[src/rtl/fft_pkg.sv]
// fft_pkg: shared definitions for the SDF FFT output path.
//   LOG2N_DEF  default log2 of the transform size
//   BITREV_W   width handled by bitrev(); callers shift the result down
//              to reverse only their low LOG2N bits
//   bitrev()   full-width bit reversal
//   wr_state_t writer state (WRITE, DROP)
//   rd_state_t reader state (IDLE, READ)
package fft_pkg;

  localparam int LOG2N_DEF  = 5;
  localparam int DATA_W_DEF = 16;
  localparam int BITREV_W   = 16;

  typedef enum logic {
    WRITE = 1'b0,
    DROP  = 1'b1
  } wr_state_t;

  typedef enum logic {
    IDLE = 1'b0,
    READ = 1'b1
  } rd_state_t;

  function automatic logic [BITREV_W-1:0] bitrev(input logic [BITREV_W-1:0] k);
    logic [BITREV_W-1:0] r;
    for (int i = 0; i < BITREV_W; i++) begin
      r[i] = k[BITREV_W-1-i];
    end
    return r;
  endfunction

endpackage

[src/rtl/fft_reorder_out_if.sv]
// fft_reorder_out_if: natural-order output stream of the FFT reorder buffer.
//   valid_o     sample valid (driven by master)
//   ready_i     downstream accepts (driven by slave)
//   data_out_r  signed real part
//   data_out_i  signed imaginary part
//   index_o     bin number of the presented sample
interface fft_reorder_out_if #(
  parameter int LOG2N  = 5,
  parameter int DATA_W = 16
);
  logic                     valid_o;
  logic                     ready_i;
  logic signed [DATA_W-1:0] data_out_r;
  logic signed [DATA_W-1:0] data_out_i;
  logic [LOG2N-1:0]         index_o;

  modport master (
    output valid_o, data_out_r, data_out_i, index_o,
    input  ready_i
  );

  modport slave (
    input  valid_o, data_out_r, data_out_i, index_o,
    output ready_i
  );
endinterface

[src/rtl/fft_reorder_bank.sv]
// fft_reorder_bank: two N-deep sample banks for the ping-pong reorder.
//   clk        clock
//   we_i       write enable
//   wr_bank_i  bank selected for write
//   wr_addr_i  write address
//   wr_data_i  packed {real, imag} write data
//   rd_bank_i  bank selected for read
//   rd_addr_i  read address
//   rd_data_o  packed {real, imag}, combinational read
// Contents are not reset: stale data is never exposed because the full
// flags in the parent gate every read.
module fft_reorder_bank #(
  parameter int LOG2N = 5,
  parameter int W     = 32
) (
  input  logic             clk,
  input  logic             we_i,
  input  logic             wr_bank_i,
  input  logic [LOG2N-1:0] wr_addr_i,
  input  logic [W-1:0]     wr_data_i,
  input  logic             rd_bank_i,
  input  logic [LOG2N-1:0] rd_addr_i,
  output logic [W-1:0]     rd_data_o
);

  localparam int N = 1 << LOG2N;

  logic [W-1:0] mem_q [2][N];

  always_ff @(posedge clk) begin
    if (we_i) begin
      mem_q[wr_bank_i][wr_addr_i] <= wr_data_i;
    end
  end

  assign rd_data_o = mem_q[rd_bank_i][rd_addr_i];

endmodule

[src/rtl/fft_reorder_out.sv]
// fft_reorder_out: output reorder buffer after the last SDF butterfly.
// Takes bit-reversed samples at up to one per cycle (no stall) and releases
// frames in natural bin order over a valid/ready stream via two banks.
//   clk        clock, rising edge
//   rst        asynchronous reset, active low
//   valid_i    input sample present
//   data_in_r  signed input real part
//   data_in_i  signed input imaginary part
//   out_if     master side of the natural-order output stream
//   overflow_o sticky frame-drop flag
// Build option FFT_REORDER_OVF_EN: when defined, overflow_o is a sticky flag
// set at a dropped frame start; otherwise it is tied to 0. Dropping itself
// behaves the same either way.
//
// Writer states:
//   WRITE | current frame is being stored into wr_bank
//   DROP  | current frame arrived while wr_bank was still full; discarded
// Reader states:
//   IDLE  | waiting for full[rd_bank]
//   READ  | streaming rd_bank out, one bin per advance
module fft_reorder_out
  import fft_pkg::*;
#(
  parameter int LOG2N  = LOG2N_DEF,
  parameter int DATA_W = DATA_W_DEF
) (
  input  logic                     clk,
  input  logic                     rst,
  input  logic                     valid_i,
  input  logic signed [DATA_W-1:0] data_in_r,
  input  logic signed [DATA_W-1:0] data_in_i,
  fft_reorder_out_if.master        out_if,
  output logic                     overflow_o
);

  localparam logic [LOG2N-1:0] LAST = '1;

  logic [LOG2N-1:0]         wr_cnt_q, wr_cnt_d;
  wr_state_t                wr_state_q, wr_state_d;
  logic                     wr_bank_q, wr_bank_d;
  logic [1:0]               full_q, full_d;
  rd_state_t                rd_state_q, rd_state_d;
  logic                     rd_bank_q, rd_bank_d;
  logic [LOG2N-1:0]         rd_cnt_q, rd_cnt_d;
  logic                     valid_q, valid_d;
  logic signed [DATA_W-1:0] data_r_q, data_r_d;
  logic signed [DATA_W-1:0] data_i_q, data_i_d;
  logic [LOG2N-1:0]         index_q, index_d;

  logic                     frame_start;
  logic                     advance;
  logic                     release_rd;
  logic                     drop_start;
  logic                     we;
  logic [LOG2N-1:0]         wr_addr;
  logic [2*DATA_W-1:0]      rd_data;

  assign frame_start = valid_i && (wr_cnt_q == '0);
  assign advance     = (rd_state_q == READ) && (!valid_q || out_if.ready_i);
  assign release_rd  = advance && (rd_cnt_q == LAST);
  // A bank being emptied on this very edge is free for the new frame.
  assign drop_start  = frame_start && full_q[wr_bank_q] &&
                       !(release_rd && (rd_bank_q == wr_bank_q));
  assign we          = valid_i && (frame_start ? !drop_start : (wr_state_q == WRITE));
  // Reverse the full-width word, then keep the reversed low LOG2N bits.
  assign wr_addr     = LOG2N'(bitrev(BITREV_W'(wr_cnt_q)) >> (BITREV_W - LOG2N));

  fft_reorder_bank #(
    .LOG2N (LOG2N),
    .W     (2*DATA_W)
  ) u_bank (
    .clk       (clk),
    .we_i      (we),
    .wr_bank_i (wr_bank_q),
    .wr_addr_i (wr_addr),
    .wr_data_i ({data_in_r, data_in_i}),
    .rd_bank_i (rd_bank_q),
    .rd_addr_i (rd_cnt_q),
    .rd_data_o (rd_data)
  );

  always_comb begin
    wr_cnt_d   = wr_cnt_q;
    wr_state_d = wr_state_q;
    wr_bank_d  = wr_bank_q;
    if (valid_i) begin
      wr_cnt_d = wr_cnt_q + 1'b1;
      if (frame_start) begin
        wr_state_d = drop_start ? DROP : WRITE;
      end
      if (we && (wr_cnt_q == LAST)) begin
        wr_bank_d = ~wr_bank_q;
      end
    end
  end

  always_comb begin
    full_d = full_q;
    if (release_rd) begin
      full_d[rd_bank_q] = 1'b0;
    end
    if (we && (wr_cnt_q == LAST)) begin
      full_d[wr_bank_q] = 1'b1;
    end
  end

  always_comb begin
    rd_state_d = rd_state_q;
    rd_bank_d  = rd_bank_q;
    rd_cnt_d   = rd_cnt_q;
    valid_d    = valid_q;
    data_r_d   = data_r_q;
    data_i_d   = data_i_q;
    index_d    = index_q;
    case (rd_state_q)
      IDLE: begin
        if (out_if.ready_i) begin
          valid_d = 1'b0;
        end
        if (full_q[rd_bank_q]) begin
          rd_state_d = READ;
        end
      end
      default: begin
        if (advance) begin
          data_r_d = rd_data[2*DATA_W-1:DATA_W];
          data_i_d = rd_data[DATA_W-1:0];
          index_d  = rd_cnt_q;
          valid_d  = 1'b1;
          rd_cnt_d = rd_cnt_q + 1'b1;
          if (rd_cnt_q == LAST) begin
            rd_bank_d = ~rd_bank_q;
            // Back-to-back frames continue without an idle bubble.
            if (!full_q[~rd_bank_q]) begin
              rd_state_d = IDLE;
            end
          end
        end
      end
    endcase
  end

  always_ff @(posedge clk or negedge rst) begin
    if (!rst) begin
      wr_cnt_q   <= '0;
      wr_state_q <= WRITE;
      wr_bank_q  <= 1'b0;
      full_q     <= '0;
      rd_state_q <= IDLE;
      rd_bank_q  <= 1'b0;
      rd_cnt_q   <= '0;
      valid_q    <= 1'b0;
      data_r_q   <= '0;
      data_i_q   <= '0;
      index_q    <= '0;
    end else begin
      wr_cnt_q   <= wr_cnt_d;
      wr_state_q <= wr_state_d;
      wr_bank_q  <= wr_bank_d;
      full_q     <= full_d;
      rd_state_q <= rd_state_d;
      rd_bank_q  <= rd_bank_d;
      rd_cnt_q   <= rd_cnt_d;
      valid_q    <= valid_d;
      data_r_q   <= data_r_d;
      data_i_q   <= data_i_d;
      index_q    <= index_d;
    end
  end

  assign out_if.valid_o    = valid_q;
  assign out_if.data_out_r = data_r_q;
  assign out_if.data_out_i = data_i_q;
  assign out_if.index_o    = index_q;

`ifdef FFT_REORDER_OVF_EN
  logic ovf_q, ovf_d;

  assign ovf_d = ovf_q || drop_start;

  always_ff @(posedge clk or negedge rst) begin
    if (!rst) begin
      ovf_q <= 1'b0;
    end else begin
      ovf_q <= ovf_d;
    end
  end

  assign overflow_o = ovf_q;
`else
  assign overflow_o = 1'b0;
`endif

endmodule

[src/flat_wrapper.sv]
// flat-port wrapper written by rule: the top's interface ports become plain ports
module fft_reorder_out_flat import fft_pkg::*;
#(
  parameter int LOG2N  = LOG2N_DEF,
  parameter int DATA_W = DATA_W_DEF
)
  (clk, rst, valid_i, data_in_r, data_in_i, overflow_o, out_if_valid_o, out_if_data_out_r, out_if_data_out_i, out_if_index_o, out_if_ready_i);
  fft_reorder_out_if #(.LOG2N(LOG2N), .DATA_W(DATA_W)) out_if_i ();
  input  logic clk;
  input  logic rst;
  input  logic valid_i;
  input  logic signed [DATA_W-1:0] data_in_r;
  input  logic signed [DATA_W-1:0] data_in_i;
  output logic overflow_o;
  output wire logic [$bits(out_if_i.valid_o)-1:0] out_if_valid_o;
  output wire logic [$bits(out_if_i.data_out_r)-1:0] out_if_data_out_r;
  output wire logic [$bits(out_if_i.data_out_i)-1:0] out_if_data_out_i;
  output wire logic [$bits(out_if_i.index_o)-1:0] out_if_index_o;
  input wire logic [$bits(out_if_i.ready_i)-1:0] out_if_ready_i;
  assign out_if_valid_o = out_if_i.valid_o;
  assign out_if_data_out_r = out_if_i.data_out_r;
  assign out_if_data_out_i = out_if_i.data_out_i;
  assign out_if_index_o = out_if_i.index_o;
  assign out_if_i.ready_i = out_if_ready_i;
  fft_reorder_out #(.LOG2N(LOG2N), .DATA_W(DATA_W)) u_core (.clk(clk), .rst(rst), .valid_i(valid_i), .data_in_r(data_in_r), .data_in_i(data_in_i), .out_if(out_if_i), .overflow_o(overflow_o));
endmodule
[config.mk]
export PLATFORM = sky130hd
export DESIGN_NAME = fft_reorder_out_flat
export DESIGN_NICKNAME = d
export VERILOG_FILES = /design/src/rtl/fft_pkg.sv /design/src/rtl/fft_reorder_out_if.sv /design/src/rtl/fft_reorder_bank.sv /design/src/rtl/fft_reorder_out.sv /design/src/flat_wrapper.sv
export SDC_FILE = /design/constraint.sdc
export NUM_CORES = 2
export LEC_CHECK = 0
export CAP_MARGIN = 30
export CORE_MARGIN = 5
export CORE_UTILIZATION = 45
export CTS_BUF_LIST = sky130_fd_sc_hd__clkbuf_8
export DETAILED_ROUTE_END_ITERATION = 8
export PLACE_DENSITY_LB_ADDON = 0.25
export SYNTH_ARGS = -nofsm -noshare
export SYNTH_HDL_FRONTEND = slang
export SYNTH_SLANG_ARGS = --single-unit
[constraint.sdc]
create_clock -name clk -period 8.3 [get_ports clk]
set_clock_uncertainty 0.1 [all_clocks]
set_input_delay 1.66 -clock clk [delete_from_list [all_inputs] [get_ports clk]]
set_output_delay 1.66 -clock clk [all_outputs]
set_load 0.05 [all_outputs]
==> metrics.yaml <==
status: "completed"
fin_hold_ws_ns: 0.380
syn2layout_area_growth_pct: 12.9
grt_antenna_before_repair: 7
p_per_area_nw_per_um2: 310
post_dp_cell_area_sq_um: 84600
synth_top_family_by_area: "multiplexers"
wl_met1_um: 83100
cp-end-kind: "flip-flop"
drt_iter0_drc: 4798
ctsResizeCount: 0
dpl.hpwl_um: 114000
final_util_pct: 50.9
cts_buffer_depth: 4
synth_warnings: 0
routed_wl_um: 205000
report.power.total_mw: 28.1
synth_edf_count: 2048
synth-seq-area-share_pct: 78.4
grtUsageTotal_pct: 22.1
async_flop_share_pct: 2.57
drive_gt1_share_pct: 29.3
dieWidth_um: 432
final_nets: 3929
core_area_sq_um: 178000
cp.required_ns: 9.06
path_clk_slew_ns: 0.07
dr.pass1.iters: 6
setup-tns-final_ns: 0
synth_flop_cell: "edfxtp_1"
wl_per_cell_um: 31.7
synth_xor_xnor_area_share_pct: 0.0655
gp_congestion: 0.871
viasPerCell: 5.92
fin_crit_sh_pct: 57.2
relSlewSlack_pct: 30.6
synth.area.mux_share_pct: 16.8
via_count: 38386
fillers: 13920
yosys.area_share.simple_pct: 1.91
hold_violations: 0
grt-ovfl-total: 0
ant_nets: 0
holdCritPathClass: "flip-flop to flip-flop"
synth_cell_types: 53
postCtsSetupRepairBufs: 0
grt_pass1_wl_um: 292000
wl_met2_um: 99200
topRoutingLayerUsed: "met4"
ys_ff_latch: 2102
post-route-min-period_ns: 4.75
grt_max_degree: 104
htree_levels: 5
design_area_sq_um: 90600
wl_met3_um: 16000
slew_viol_final: 0
root_buffer: "clkbuf_8"
fmax_ghz: 0.211
numCtsBuffers: 345
p_leak_nw: 28.5
start_util_pct: 45.1
setup_viol: 0
worst_setup_path_start_kind: "flip-flop"
cts.sinks: 2102
crit_type: "flip-flop to flip-flop"
clk_latency_ns: 1.04
maxCapViolCount: 0
drc: 0
ios: 75
die_h_um: 432
synth_area_sq_um: 80200
path_max_fanout: 103
rsz0062_at_grt: "no"
synth_cells: 3502
synth-compound-area-share_pct: 1.48
port_buffers: 73
yosys.area_share.adder_pct: 0.140
irDropWorstVdd_mv: 0.226
ctsHoldBuffers: 0
die_area_sq_um: 187000
cts_tree: "done"
syn_nets: 3547
rows: 155
critPathArrivalTime_ns: 5.51
syn_avg_cell_area_sq_um: 22.9
first_global_vias: 39233
worst_slew_pin_slew_ns: 1.04
final timing paths:
kind                                                      start                                 endpoint  slack [ns]  cells past startpoint
hold reg to reg            u_core.out_if.index_o[3]$_DFFE_PN0P_     u_core.out_if.index_o[3]$_DFFE_PN0P_        0.38                      2
setup reg to reg                 u_core.rd_cnt_q[0]$_DFFE_PN0P_  u_core.out_if.data_out_r[0]$_DFFE_PN0P_        3.55                      6
hold / removal             u_core.out_if.index_o[3]$_DFFE_PN0P_     u_core.out_if.index_o[3]$_DFFE_PN0P_        0.38                      2
setup / recovery                 u_core.rd_cnt_q[0]$_DFFE_PN0P_  u_core.out_if.data_out_r[0]$_DFFE_PN0P_        3.55                      6
max in group asynchronous                                   rst             u_core.rd_bank_q$_DFFE_PN0P_        6.78                      1
min in group asynchronous                                   rst     u_core.out_if.index_o[4]$_DFFE_PN0P_        0.62                      1
through the flow:
stage,setup slack (ns),std cells
3_5_place_dp,2.52,5891
2_1_floorplan,1.82,3502
5_1_grt,3.40,6478
3_3_place_gp,2.43,5877
4_1_cts,3.61,6473
6_report,3.55,6484
sequential cells by signal (all words and copies together), names as in the netlist, 2 cells and up:
name                      flops
u_core.full_q                 2
u_core.out_if.data_out_i     16
u_core.out_if.data_out_r     16
u_core.out_if.index_o         5
u_core.rd_cnt_q               5
u_core.u_bank.mem_q        2048
u_core.wr_cnt_q               5
cells in the final DEF, fill, tap and decap left out, types with 50 or more instances in the layout:
cell type / instances
nor2_1: 71
inv_1: 126
dfrtp_1: 50
buf_4: 137
mux2i_1: 119
clkbuf_8: 358
nor2_4: 55
mux4_2: 542
clkinv_1: 71
edfxtp_1: 2048
nand2_1: 114
o22ai_1: 69
synth_stat cells (all sizes together) (2+ instances only):
| cell | n | area (sq um) |
|---|---|---|
| edfxtp | 2048 | 61500 |
| and2 | 14 | 87.6 |
| a211oi | 15 | 118 |
| nor4 | 32 | 200 |
| nor3 | 9 | 45.0 |
| nand3 | 26 | 130 |
| a2111oi | 15 | 131 |
| mux4 | 542 | 12200 |
| clkbuf | 69 | 259 |
| nor2 | 126 | 473 |
| a22o | 12 | 105 |
| and3 | 3 | 18.8 |
| o221ai | 5 | 43.8 |
| nand2b | 4 | 25.0 |
| nand3b | 3 | 22.5 |
| ha | 9 | 113 |
| clkinv | 3 | 11.3 |
| a211o | 5 | 43.8 |
| mux2i | 119 | 1190 |
| nand2 | 114 | 428 |
| xor2 | 2 | 17.5 |
| nand4 | 4 | 25.0 |
| nor2b | 4 | 25.0 |
| xnor2 | 4 | 35.0 |
| or3b | 2 | 20.0 |
| o211a | 2 | 20.0 |
| inv | 10 | 40.0 |
| a41oi | 2 | 17.5 |
| dfrtp | 54 | 1350 |
| a21oi | 33 | 165 |
| o22ai | 70 | 444 |
| buf | 118 | 692 |
| a31oi | 2 | 18.8 |
| mux2 | 6 | 67.6 |
| o21ai | 7 | 35.0 |
power by group:
group / internal [mW] / switching, mW
registers: 11.9 / 0.332
logic: 3.20 / 4.67
clock network: 4.05 / 3.94
worst max-delay path, stage by stage (launching register included):
cell     delay [ns]
dfrtp_4        0.93
buf_4          0.76
buf_12         0.49
mux4_2         0.44
mux4_2         0.56
o22ai_1        0.84
nor4_1         0.15
area by class of cell:
cell class / instances / area, sq um / share of cell area, %
multi-input cells: 1200 / 16800 / 18.6
repair buffers: 222 / 1920 / 2.12
flip-flops and latches: 2102 / 62900 / 69.4
clock inverters: 224 / 987 / 1.09
clock buffers: 358 / 4930 / 5.44
well taps: 2355 / 2950 / 3.25
inverters: 13 / 58.8 / 0.0649
diodes: 10 / 25.0 / 0.0276
cells by family after synthesis:
family,Yosys count
AO/OA/AOI/OAI,172
XOR/XNOR,6
adder cells (fa/ha/maj),9
buffers and inverters,200
flip-flops,2102
multiplexers,667
other,1
AND/OR/NAND/NOR,345
per-layer routing:
layer	up-vias	global-route usage (%)
li1	15639	-
met1	20693	31.2
met2	1742	34.7
met3	312	4.56
met4	0	7.52
met5	-	0
No activity file was read; power rests on OpenSTA's default activity.
